File: src/rtl/cdb_arbiter_if.sv
// Request and broadcast signals between the execution units and the CDB arbiter.
// The arbiter takes the slave modport; the units/bench side takes master.
interface cdb_arbiter_if #(
  parameter int N_REQ     = 4,
  parameter int ROB_WIDTH = 4
);
  localparam int IDX_W = $clog2(N_REQ);

  logic [N_REQ-1:0]                req_valid;
  logic [N_REQ-1:0][ROB_WIDTH-1:0] req_tag;
  logic [N_REQ-1:0][31:0]          req_data;
  logic [N_REQ-1:0]                req_ready;
  logic                            flush;
  logic                            cdb_valid;
  logic [ROB_WIDTH-1:0]            cdb_tag;
  logic [31:0]                     cdb_data;
  logic [IDX_W-1:0]                grant_idx;

  modport master (
    output req_valid, req_tag, req_data, flush,
    input  req_ready, cdb_valid, cdb_tag, cdb_data, grant_idx
  );

  modport slave (
    input  req_valid, req_tag, req_data, flush,
    output req_ready, cdb_valid, cdb_tag, cdb_data, grant_idx
  );
endinterface

File: src/rtl/cdb_arbiter.sv
// Round-robin arbiter for the common data bus: one grant per cycle, registered
// broadcast of the winner's ROB tag and data, and a flush that cancels grants.
module cdb_arbiter #(
  parameter int N_REQ     = 4,
  parameter int ROB_WIDTH = 4
) (
  input logic           clk,
  input logic           rstn,
  cdb_arbiter_if.slave  bus
);
  localparam int IDX_W = $clog2(N_REQ);

  logic [IDX_W-1:0]     last;
  logic [IDX_W-1:0]     sel;
  logic [IDX_W-1:0]     idx;
  logic [N_REQ-1:0]     grant;
  logic                 found;
  logic                 cdb_valid;
  logic [ROB_WIDTH-1:0] cdb_tag;
  logic [31:0]          cdb_data;
  logic [IDX_W-1:0]     grant_idx;

  // Search starts one past the previous winner; rstn is in the path so that a
  // grant seen while reset is asserted never looks like a transfer.
  always_comb begin
    grant = '0;
    sel   = '0;
    idx   = '0;
    found = 1'b0;
    if (rstn && !bus.flush) begin
      for (int k = 1; k <= N_REQ; k++) begin
        idx = IDX_W'((int'(last) + k) % N_REQ);
        if (!found && bus.req_valid[idx]) begin
          found      = 1'b1;
          sel        = idx;
          grant[idx] = 1'b1;
        end
      end
    end
  end

  assign bus.req_ready = grant;

  // last resets to the top index so requester 0 wins the first arbitration.
  always_ff @(posedge clk or negedge rstn) begin
    if (!rstn) begin
      cdb_valid <= 1'b0;
      cdb_tag   <= '0;
      cdb_data  <= '0;
      grant_idx <= '0;
      last      <= IDX_W'(N_REQ - 1);
    end else begin
      cdb_valid <= found;
      if (found) begin
        cdb_tag   <= bus.req_tag[sel];
        cdb_data  <= bus.req_data[sel];
        grant_idx <= sel;
        last      <= sel;
      end
    end
  end

  assign bus.cdb_valid = cdb_valid;
  assign bus.cdb_tag   = cdb_tag;
  assign bus.cdb_data  = cdb_data;
  assign bus.grant_idx = grant_idx;
endmodule

File: src/flat_wrapper.sv
// flat-port wrapper written by rule: the top's interface ports become plain ports
module cdb_arbiter_flat 
#(
  parameter int N_REQ     = 4,
  parameter int ROB_WIDTH = 4
)
  (clk, rstn, bus_req_valid, bus_req_tag, bus_req_data, bus_flush, bus_req_ready, bus_cdb_valid, bus_cdb_tag, bus_cdb_data, bus_grant_idx);
  cdb_arbiter_if #(.N_REQ(N_REQ), .ROB_WIDTH(ROB_WIDTH)) bus_i ();
  input logic clk;
  input logic rstn;
  input wire logic [$bits(bus_i.req_valid)-1:0] bus_req_valid;
  input wire logic [$bits(bus_i.req_tag)-1:0] bus_req_tag;
  input wire logic [$bits(bus_i.req_data)-1:0] bus_req_data;
  input wire logic [$bits(bus_i.flush)-1:0] bus_flush;
  output wire logic [$bits(bus_i.req_ready)-1:0] bus_req_ready;
  output wire logic [$bits(bus_i.cdb_valid)-1:0] bus_cdb_valid;
  output wire logic [$bits(bus_i.cdb_tag)-1:0] bus_cdb_tag;
  output wire logic [$bits(bus_i.cdb_data)-1:0] bus_cdb_data;
  output wire logic [$bits(bus_i.grant_idx)-1:0] bus_grant_idx;
  assign bus_i.req_valid = bus_req_valid;
  assign bus_i.req_tag = bus_req_tag;
  assign bus_i.req_data = bus_req_data;
  assign bus_i.flush = bus_flush;
  assign bus_req_ready = bus_i.req_ready;
  assign bus_cdb_valid = bus_i.cdb_valid;
  assign bus_cdb_tag = bus_i.cdb_tag;
  assign bus_cdb_data = bus_i.cdb_data;
  assign bus_grant_idx = bus_i.grant_idx;
  cdb_arbiter #(.N_REQ(N_REQ), .ROB_WIDTH(ROB_WIDTH)) u_core (.clk(clk), .rstn(rstn), .bus(bus_i));
endmodule
File: config.mk
export PLATFORM = sky130hd
export DESIGN_NAME = cdb_arbiter_flat
export DESIGN_NICKNAME = d
export VERILOG_FILES = /design/src/rtl/cdb_arbiter_if.sv /design/src/rtl/cdb_arbiter.sv /design/src/flat_wrapper.sv
export SDC_FILE = /design/constraint.sdc
export NUM_CORES = 1
export LEC_CHECK = 0
export CORE_ASPECT_RATIO = 0.6
export CORE_MARGIN = 5
export CORE_UTILIZATION = 41
export CTS_BUF_LIST = sky130_fd_sc_hd__clkbuf_4
export DETAILED_ROUTE_END_ITERATION = 12
export PLACE_DENSITY = 0.95
export REMOVE_ABC_BUFFERS = 1
export SKIP_CTS_REPAIR_TIMING = 1
export SLEW_MARGIN = 10
export SYNTH_ARGS = -nofsm -noshare
export SYNTH_HDL_FRONTEND = slang
export SYNTH_SLANG_ARGS = --single-unit
File: constraint.sdc
create_clock -name clk -period 7.8 [get_ports clk]
set_clock_uncertainty 0.2 [all_clocks]
set_input_delay 2.34 -clock clk [delete_from_list [all_inputs] [get_ports clk]]
set_output_delay 2.34 -clock clk [all_outputs]
set_load 0.1 [all_outputs]
==> results.cfg, run 1 <==
[outcome]
status = finished, final reports clean

[worst_setup_path]
crit_arrival_ps = 4710
cpMaxStageDelayCell = mux4_2
cp_cell_sequence = clkdlybuf4s50_1, mux4_2, or2_4, and2b_1, a221oi_1, nor2_1, buf_12
cp.required_ps = 5260
cp-startpoint = bus_req_valid[2]
path_class = in2out
critPathMaxFanout = 10
r2r-start = u_core.last[0]
start_kind = input pin
endpoint_kind = output port
slowest_delay_ps = 630

[clock_tree]
clock_path_buffers = 2
clk_latency_ps = 340
htree_levels = 2
root_buffer = clkbuf_4
cts.sinks = 41
cts.clk_slew.worst_paths_ps = 130
numCtsBuffers = 5
tritoncts = done

[synth]
ys_seq_elements = 41
syn_area_mm2 = 0.00306
synth_cells = 264
syn_avg_cell_area_um2 = 11.6
synth.distinct_cells = 30
ys_warn_count = 0
yosysSeqAreaShare_pct = 33.6

[sta]
fmax_mhz = 138
min_period_ps = 7250
finalHoldViolations = 0
fin_hold_ws_ps = 298
timing.final.crit_share_pct = 93.0
timing.final.ws_setup_ps = 549
final_max_slew_viol_count = 0
max_slew_margin_pct = 32.0
setup_tns_ps = 0
worst_pin_slew_ps = 1020
setup_viol = 0
rsz0062_at_grt = no

[global_route]
overflow = 0
grt_usage_pct = 21.4
grt_max_degree = 50
antenna_found_initial = 0
grt_pass1_wl_um = 16100
grt_pass1_vias = 3130

[power]
irDropWorstVdd_uv = 263
total_power_uw = 2190
p_leak_uw = 0.00192
p_per_area_mw_per_mm2 = 429

[die]
start_util_pct = 42.1
coreArea_mm2 = 0.00727
die_area_mm2 = 0.00935
io-pin-count = 194
rows = 24
fp.dieW_um = 122
die_h_um = 76.9

[route]
routed_wl_um = 10300
viasPerCell = 5.33
ant_nets = 0
vias = 2941
drt-initial-drc-count = 161
drc = 0
detail_route.wl_per_cell_um = 18.7
first_pass_iters = 4

[hold_path]
hp-start = u_core.bus.grant_idx[0]
hold_path_class = reg2reg

[run]
max_cap_violations = 0

[placed_design]
dpl.hpwl_um = 8220
dp_slack_ps = 606
port_buffers = 193
routabilityCongestion = 1.01

[final_layout]
fin_nets = 606
layout-drive-gt1-share_pct = 12.9
antenna_cells = 0
flow.area_growth_from_synthesis_pct = 66.9
## worst paths after layout
check	cells past startpoint	slack, ps	end
min in group asynchronous	2	1870	u_core.bus.cdb_data[22]
max reg2reg	8	3510	u_core.bus.cdb_data[6]
max	7	550	bus_req_ready[3]
min	1	300	u_core.bus.grant_idx[0]
max in group asynchronous	2	5140	u_core.last[0]
min reg2reg	1	300	u_core.bus.grant_idx[0]
## final cells by class
cell class / count / area, µm²
Clock buffer: 5 / 37.5
Clock inverter: 3 / 17.5
Fill cell: 530 / 2160
Inverter: 4 / 15.0
Multi-Input combinational cell: 197 / 1870
Sequential cell: 41 / 1030
Tap cell: 104 / 130
Timing Repair Buffer: 198 / 2000
## metal layers
metal	part of all wire, %	wire length (µm)	global-route usage, %
met4	1.3	129	4.47
met5	0	0	0
met2	48	4960	36.5
met3	11	1170	8.16
met1	39	4050	25.8
## cells in the mapped netlist, drive strengths merged
cell	count	area (µm²)
mux4	4	90.1
nand2b	1	6.26
ha	8	100
o2111ai	1	8.76
o221ai	36	503
o31ai	2	25.0
a221oi	4	35.0
o41a	1	11.3
and2b	2	15.0
nand2	39	154
or2	1	8.76
a21o	3	22.5
a221o	3	30.0
clkbuf	6	37.5
mux2i	74	741
buf	16	131
o21ai	1	5.00
dfstp	2	52.6
nor2	10	37.5
o211ai	1	12.5
inv	4	15.0
a22oi	4	30.0
dfrtp	39	976
nor2b	2	12.5
## flip-flops by register name, summed over array words and instances (netlist names)
register              cells
u_core.bus.cdb_data      32
u_core.bus.cdb_tag        4
u_core.bus.cdb_valid      1
u_core.bus.grant_idx      2
u_core.last               2
## stage by stage
stage / instance area (µm²) / utilization (%) / cells
detailed placement: 5050 / 69.5 / 544
CTS: 5110 / 70.3 / 552
global placement: 5050 / 69.5 / 544
finish: 5110 / 70.3 / 552
floorplan: 2890 / - / 242
global route: 5110 / 70.3 / 552
## power breakdown
| group | switching [µW] | leakage [µW] | internal, µW |
|---|---|---|---|
| logic | 1180 | 0.00140 | 508 |
| clock network | 70.9 | 0.0000326 | 34.3 |
| registers | 76.8 | 0.000494 | 321 |
| total | 1330 | 0.00192 | 863 |
## layout by cell type (no fill, tap or decap), drive strengths merged
cell and n:
dfstp 2, ha 8, nor2 10, or2 1, clkinv 3, nor2b 2
o221ai 36, a221o 3, o21ai 1, a22oi 4, o211ai 1, and2b 2
o31ai 2, inv 4, clkbuf 5, buf 10, a21o 3, nand2b 1
o41a 1, a221oi 4, nand2 39, mux4 4, clkdlybuf4s50 188, mux2i 74
o2111ai 1, dfrtp 39
## critical path, delay by kind of cell
family | cells | cell delay [ps]
buf+inv | 2 | 720
mux | 1 | 630
simple gates | 3 | 890
compound gates | 1 | 110
## kinds of logic (layout without fill, tap and decap cells)
family	after synthesis	count (layout)	synth area share [%]
and+or+nand+nor	55	55	7.65
AOI/OAI and AO/OA	56	56	22.3
muxes	78	78	27.1
buffers and inverters	26	210	6.01
adders and majority gates	8	8	3.27
DFF	41	41	33.6
Note: power is estimated with default switching activity, not from simulation.
==> inputs of run 2 (changes only) <==
CORE_ASPECT_RATIO = 0.8   (was 0.6)
CORE_UTILIZATION = 38   (was 41)
PLACE_DENSITY = 0.86   (was 0.95)
clock period = 7 ns   (was 7.8 ns; I/O delays follow)
==> run 2 against run 1 <==
Global-route usage is 0.80 points lower. Critical endpoint is now bus_req_ready[0]. Largest cell class unchanged. Cell count is 0.91% higher. Highest routed layer unchanged. Die area rose by 6.5%.
==> results.cfg, run 2 (synthesis gave the netlist of run 1 again) <==
[outcome]
status = finished, final reports clean

[sta]
fin_hold_ws_ps = 294
worst_pin_slew_ps = 1150
setup_tns_ps = 0
finalHoldViolations = 0
timing.final.crit_share_pct = 98.2
max_slew_margin_pct = 22.8
rsz0062_at_grt = no
timing.final.ws_setup_ps = 128
min_period_ps = 6870
setup_viol = 0
fmax_mhz = 146
final_max_slew_viol_count = 0

[worst_setup_path]
rrSetupSlack_ps = 2380
critPathMaxFanout = 10
path_class = in2out
endpoint_kind = output port
start_kind = input pin
rr_endpoint = u_core.bus.cdb_data[10]
crit_end = bus_req_ready[0]
r2r-start = u_core.last[0]
worstRegToRegCells = 8
cp.required_ps = 4700
cp-startpoint = bus_req_valid[2]
crit_arrival_ps = 4570

[final_layout]
largest_reg_flops = 32
top_regs = u_core.bus.cdb_data (32), u_core.bus.cdb_tag (4)
flow.area_growth_from_synthesis_pct = 68.2
layout_commonest_cell = clkdlybuf4s50_1
fin_nets = 607
final_cell_mix = clkdlybuf4s50_1, mux2i_1, dfrtp_1
layout-drive-gt1-share_pct = 13.4
top_register = u_core.bus.cdb_data
antenna_cells = 0

[global_route]
grt_usage_pct = 20.6
overflow = 0
grt_max_degree = 43
antenna_found_initial = 0
grt_pass1_vias = 3149
grt_pass1_wl_um = 16400

[route]
first_pass_iters = 4
routed_wl_um = 10700
drt-initial-drc-count = 63
drc = 0
detail_route.wl_per_cell_um = 19.2
ant_nets = 0
vias = 2961
viasPerCell = 5.32

[die]
fp.dieW_um = 110
die_h_um = 90.3
rows = 29
coreArea_mm2 = 0.00787
io-pin-count = 194
start_util_pct = 38.9
die_area_mm2 = 0.00996

[clock_tree]
clock_path_buffers = 2
numCtsBuffers = 5
root_buffer = clkbuf_4
cts.clk_slew.worst_paths_ps = 130
cts.sinks = 41
clk_latency_ps = 330
htree_levels = 2
tritoncts = done

[power]
switching_power_uw = 1480
clkPwrFrac_pct = 5.0
power_frac_seq_pct = 18.0
irDropWorstVdd_uv = 294
combPwrFrac_pct = 77.0
p_int_uw = 980
swShare_pct = 60.2
p_leak_uw = 0.00194
p_per_area_mw_per_mm2 = 478

[run]
max_cap_violations = 0

[placed_design]
dp_slack_ps = 209
port_buffers = 193
dpl.hpwl_um = 8420
routabilityCongestion = 0.960

[hold_path]
hold_path_class = reg2reg
min_path_cells = 1
-- run 2: cell types whose count changed in the layout (fill, tap and decap cells not counted) --
| cell | previous run | this run |
|---|---|---|
| clkinv_4 | 1 | 0 |
| clkinv_1 | 1 | 0 |
| buf_4 | 5 | 4 |
| buf_12 | 4 | 6 |
| clkbuf_4 | 5 | 7 |
-- run 2: per-layer routing --
layer  wire [µm]  vias up  GRT usage (%)
met5           0        -              0
met4         255        0           5.74
met3        1180       22           7.01
met2        5270      162           36.5
met1        3960     1391           23.2
li1            -     1386              -
-- run 2: stage by stage --
stage          std cells  instance area [µm²]  util, %  total power (µW)
2_1_floorplan        242                 2890        -              1870
3_3_place_gp         549                 5090     64.6              2310
3_5_place_dp         549                 5090     64.6              2350
4_1_cts              557                 5150     65.4              2470
5_1_grt              557                 5150     65.4              2570
6_report             557                 5150     65.4              2460
-- run 2: final cells by class --
type,count,area (µm²)
clock buffers,7,52.6
clock inverters,1,5.00
fillers,636,2730
inverters,4,15.0
multi-input cells,197,1870
flip-flops and latches,41,1030
well taps,108,135
repair buffers,199,2040
-- run 2: power by group through the flow --
stage                     clock network [µW]  logic, µW  registers (µW)
after floorplan                            0        624            1240
after global placement                     0       1870             440
after detailed placement                   0       1900             447
after CTS                                127       1900             444
after global routing                     137       1970             460
final                                    124       1890             443
-- run 2: worst max-delay path, cell delays in order --
cell and delay (ps):
clkdlybuf4s50_1 540, mux4_2 640, or2_4 320, and2b_1 350
a221oi_1 160, nor2_1 250, buf_12 210
-- run 2: worst min path at each step --
stage / from / endpoint / slack (ps)
3_3_place_gp: u_core.bus.grant_idx[0] / u_core.bus.grant_idx[0] / 260
4_1_cts: u_core.bus.grant_idx[0] / u_core.bus.grant_idx[0] / 300
3_5_place_dp: u_core.bus.grant_idx[0] / u_core.bus.grant_idx[0] / 270
2_1_floorplan: u_core.last[0] / u_core.last[0] / 420
5_1_grt: u_core.bus.cdb_data[5] / u_core.bus.cdb_data[5] / 320
6_report: u_core.bus.grant_idx[0] / u_core.bus.grant_idx[0] / 290
==> inputs of run 3 (changes only) <==
CELL_PAD_IN_SITES_DETAIL_PLACEMENT = 0   (was unset)
CELL_PAD_IN_SITES_GLOBAL_PLACEMENT = 1   (was unset)
CORE_UTILIZATION = 28   (was 38)
GPL_TIMING_DRIVEN = 0   (was unset)
PLACE_DENSITY = 0.87   (was 0.86)
TNS_END_PERCENT = 20   (was unset)
==> run 3 against run 2 <==
First-iteration DRC count is 14% higher. Power is 0.12% higher. Flip-flop and latch count is the same. Maximum frequency down 0.21%. Core utilization fell by 17 points. Hold slack worse by 4.7 ps. Clock power shrank 3%. Worst setup slack worse by 14 ps. Global-route usage down 5.1 points. Register-to-register slack improved by 300 ps. Clock-buffer cell count decreased by 2. Final area grew 1.9%. Critical path type unchanged. Largest cell class unchanged.
==> results.cfg, run 3 (synthesis gave the netlist of run 1 again) <==
[sta]
final_max_slew_viol_count = 0
timing.final.crit_share_pct = 98.4
max_slew_margin_pct = 32.1
min_period_ps = 6890
worst_pin_slew_ps = 1010
finalHoldViolations = 0
rsz0062_at_grt = no
setup_viol = 0
fmax_mhz = 145

[worst_setup_path]
cpMaxStageDelayCell = mux4_2
path_class = in2out
endpoint_kind = output port
slowest_delay_ps = 610
cp.required_ps = 4700
crit_family = buffers and inverters
crit_arrival_ps = 4590
cp_cell_sequence = clkdlybuf4s50_1, mux4_2, or2_4, and2b_1, a221oi_1, nor2_1, clkbuf_2
path_buf_inv = 2
critPathMaxFanout = 10
start_kind = input pin

[clock_tree]
clock_path_buffers = 2
htree_levels = 2
numCtsBuffers = 5
root_buffer = clkbuf_4
clk_latency_ps = 340
tritoncts = done
cts.clk_slew.worst_paths_ps = 130
cts.sinks = 41

[final_layout]
final_util_pct = 48.8
flow.area_growth_from_synthesis_pct = 71.5
antenna_cells = 0
layout_commonest_cell = clkdlybuf4s50_1
top_regs = u_core.bus.cdb_data (32), u_core.bus.cdb_tag (4)
largest_reg_flops = 32
layout-drive-gt1-share_pct = 14.1
fin_nets = 611
final_cell_mix = clkdlybuf4s50_1, mux2i_1, dfrtp_1
top_register = u_core.bus.cdb_data

[route]
vias = 2868
detail_route.wl_per_cell_um = 17.1
first_pass_iters = 4
drt-initial-drc-count = 72
drc = 0
ant_nets = 0
viasPerCell = 4.80
routed_wl_um = 10200

[power]
p_leak_uw = 0.00197
switching_power_uw = 1480
irDropWorstVdd_uv = 246
combPwrFrac_pct = 77.2
power_frac_seq_pct = 17.9
total_power_uw = 2460
swShare_pct = 60.0
p_int_uw = 986
clkPwrFrac_pct = 4.9
p_per_area_mw_per_mm2 = 470

[global_route]
grt_usage_pct = 15.5
grtUsageMet2_pct = 27.3
overflow = 0
grt_use_met1_pct = 18.8
antenna_found_initial = 0
grt_pass1_vias = 3164
grt_max_degree = 37
grt_pass1_wl_um = 16800
grt_busiest_layer = met2
use_met3_pct = 5.35

[die]
fp.dieW_um = 127
coreArea_mm2 = 0.0108
io-pin-count = 194
start_util_pct = 28.4
rows = 34
die_area_mm2 = 0.0131
die_h_um = 104

[outcome]
status = finished, final reports clean

[placed_design]
port_buffers = 193
dpl.hpwl_um = 8290
routabilityCongestion = 0.844

[hold_path]
hold_path_class = reg2reg

[run]
max_cap_violations = 0
-- run 3: cell types whose count changed in the layout (fill, tap and decap cells not counted) --
cell,change
clkbuf_2,+3
clkbuf_4,-1
buf_4,-4
buf_16,+2
buf_8,+6
buf_12,-4
clkinvlp_4,+1
clkinv_2,+1
-- run 3: area by class of cell --
| cell class | count | area, µm² |
|---|---|---|
| Clock buffer | 5 | 37.5 |
| Sequential cell | 41 | 1030 |
| Timing Repair Buffer | 203 | 2090 |
| Clock inverter | 3 | 17.5 |
| Multi-Input combinational cell | 197 | 1870 |
| Fill cell | 1000 | 5520 |
| Tap cell | 144 | 180 |
| Inverter | 4 | 15.0 |
-- run 3: worst paths after layout --
path	slack, ps	cells past startpoint	end	start
min reg2reg	290	2	u_core.bus.grant_idx[1]	u_core.bus.grant_idx[1]
max in group asynchronous	4600	2	u_core.last[1]	rstn
max	110	7	bus_req_ready[1]	bus_req_valid[0]
max reg2reg	2680	9	u_core.bus.cdb_data[6]	u_core.last[0]
min in group asynchronous	1450	1	u_core.bus.cdb_data[15]	rstn
min	290	2	u_core.bus.grant_idx[1]	u_core.bus.grant_idx[1]
-- run 3: worst min-delay path: cells and delay by family (launching register included) --
family	cells	cell delay, ps
flip-flops	1	360
AND/OR/NAND/NOR	2	110
-- run 3: through the flow --
| step | cells | setup TNS [ps] | worst slack [ps] | instance area (µm²) | hold slack (ps) |
|---|---|---|---|---|---|
| 2_1_floorplan | 242 | -56560 | -1570 | 2890 | 421 |
| 3_3_place_gp | 579 | -179520 | -4860 | 5000 | 261 |
| 3_5_place_dp | 589 | -2240 | -567 | 5210 | 265 |
| 4_1_cts | 597 | -2250 | -573 | 5270 | 296 |
| 5_1_grt | 597 | 0 | 6.24 | 5250 | 328 |
| 6_report | 597 | 0 | 114 | 5250 | 290 |
-- run 3: power groups by stage --
stage	combinational, µW	clock, µW	sequential [µW]
after floorplan	624	0	1240
after global placement	1900	0	440
after detailed placement	1920	0	447
after CTS	1930	129	442
after global routing	1990	139	460
final	1900	120	441
-- run 3: per-layer routing --
| metal | vias to the layer above | wire length (µm) |
|---|---|---|
| li1 | 1394 | - |
| met1 | 1355 | 4130 |
| met2 | 114 | 5130 |
| met3 | 5 | 920 |
| met4 | 0 | 38 |
| met5 | - | 0 |
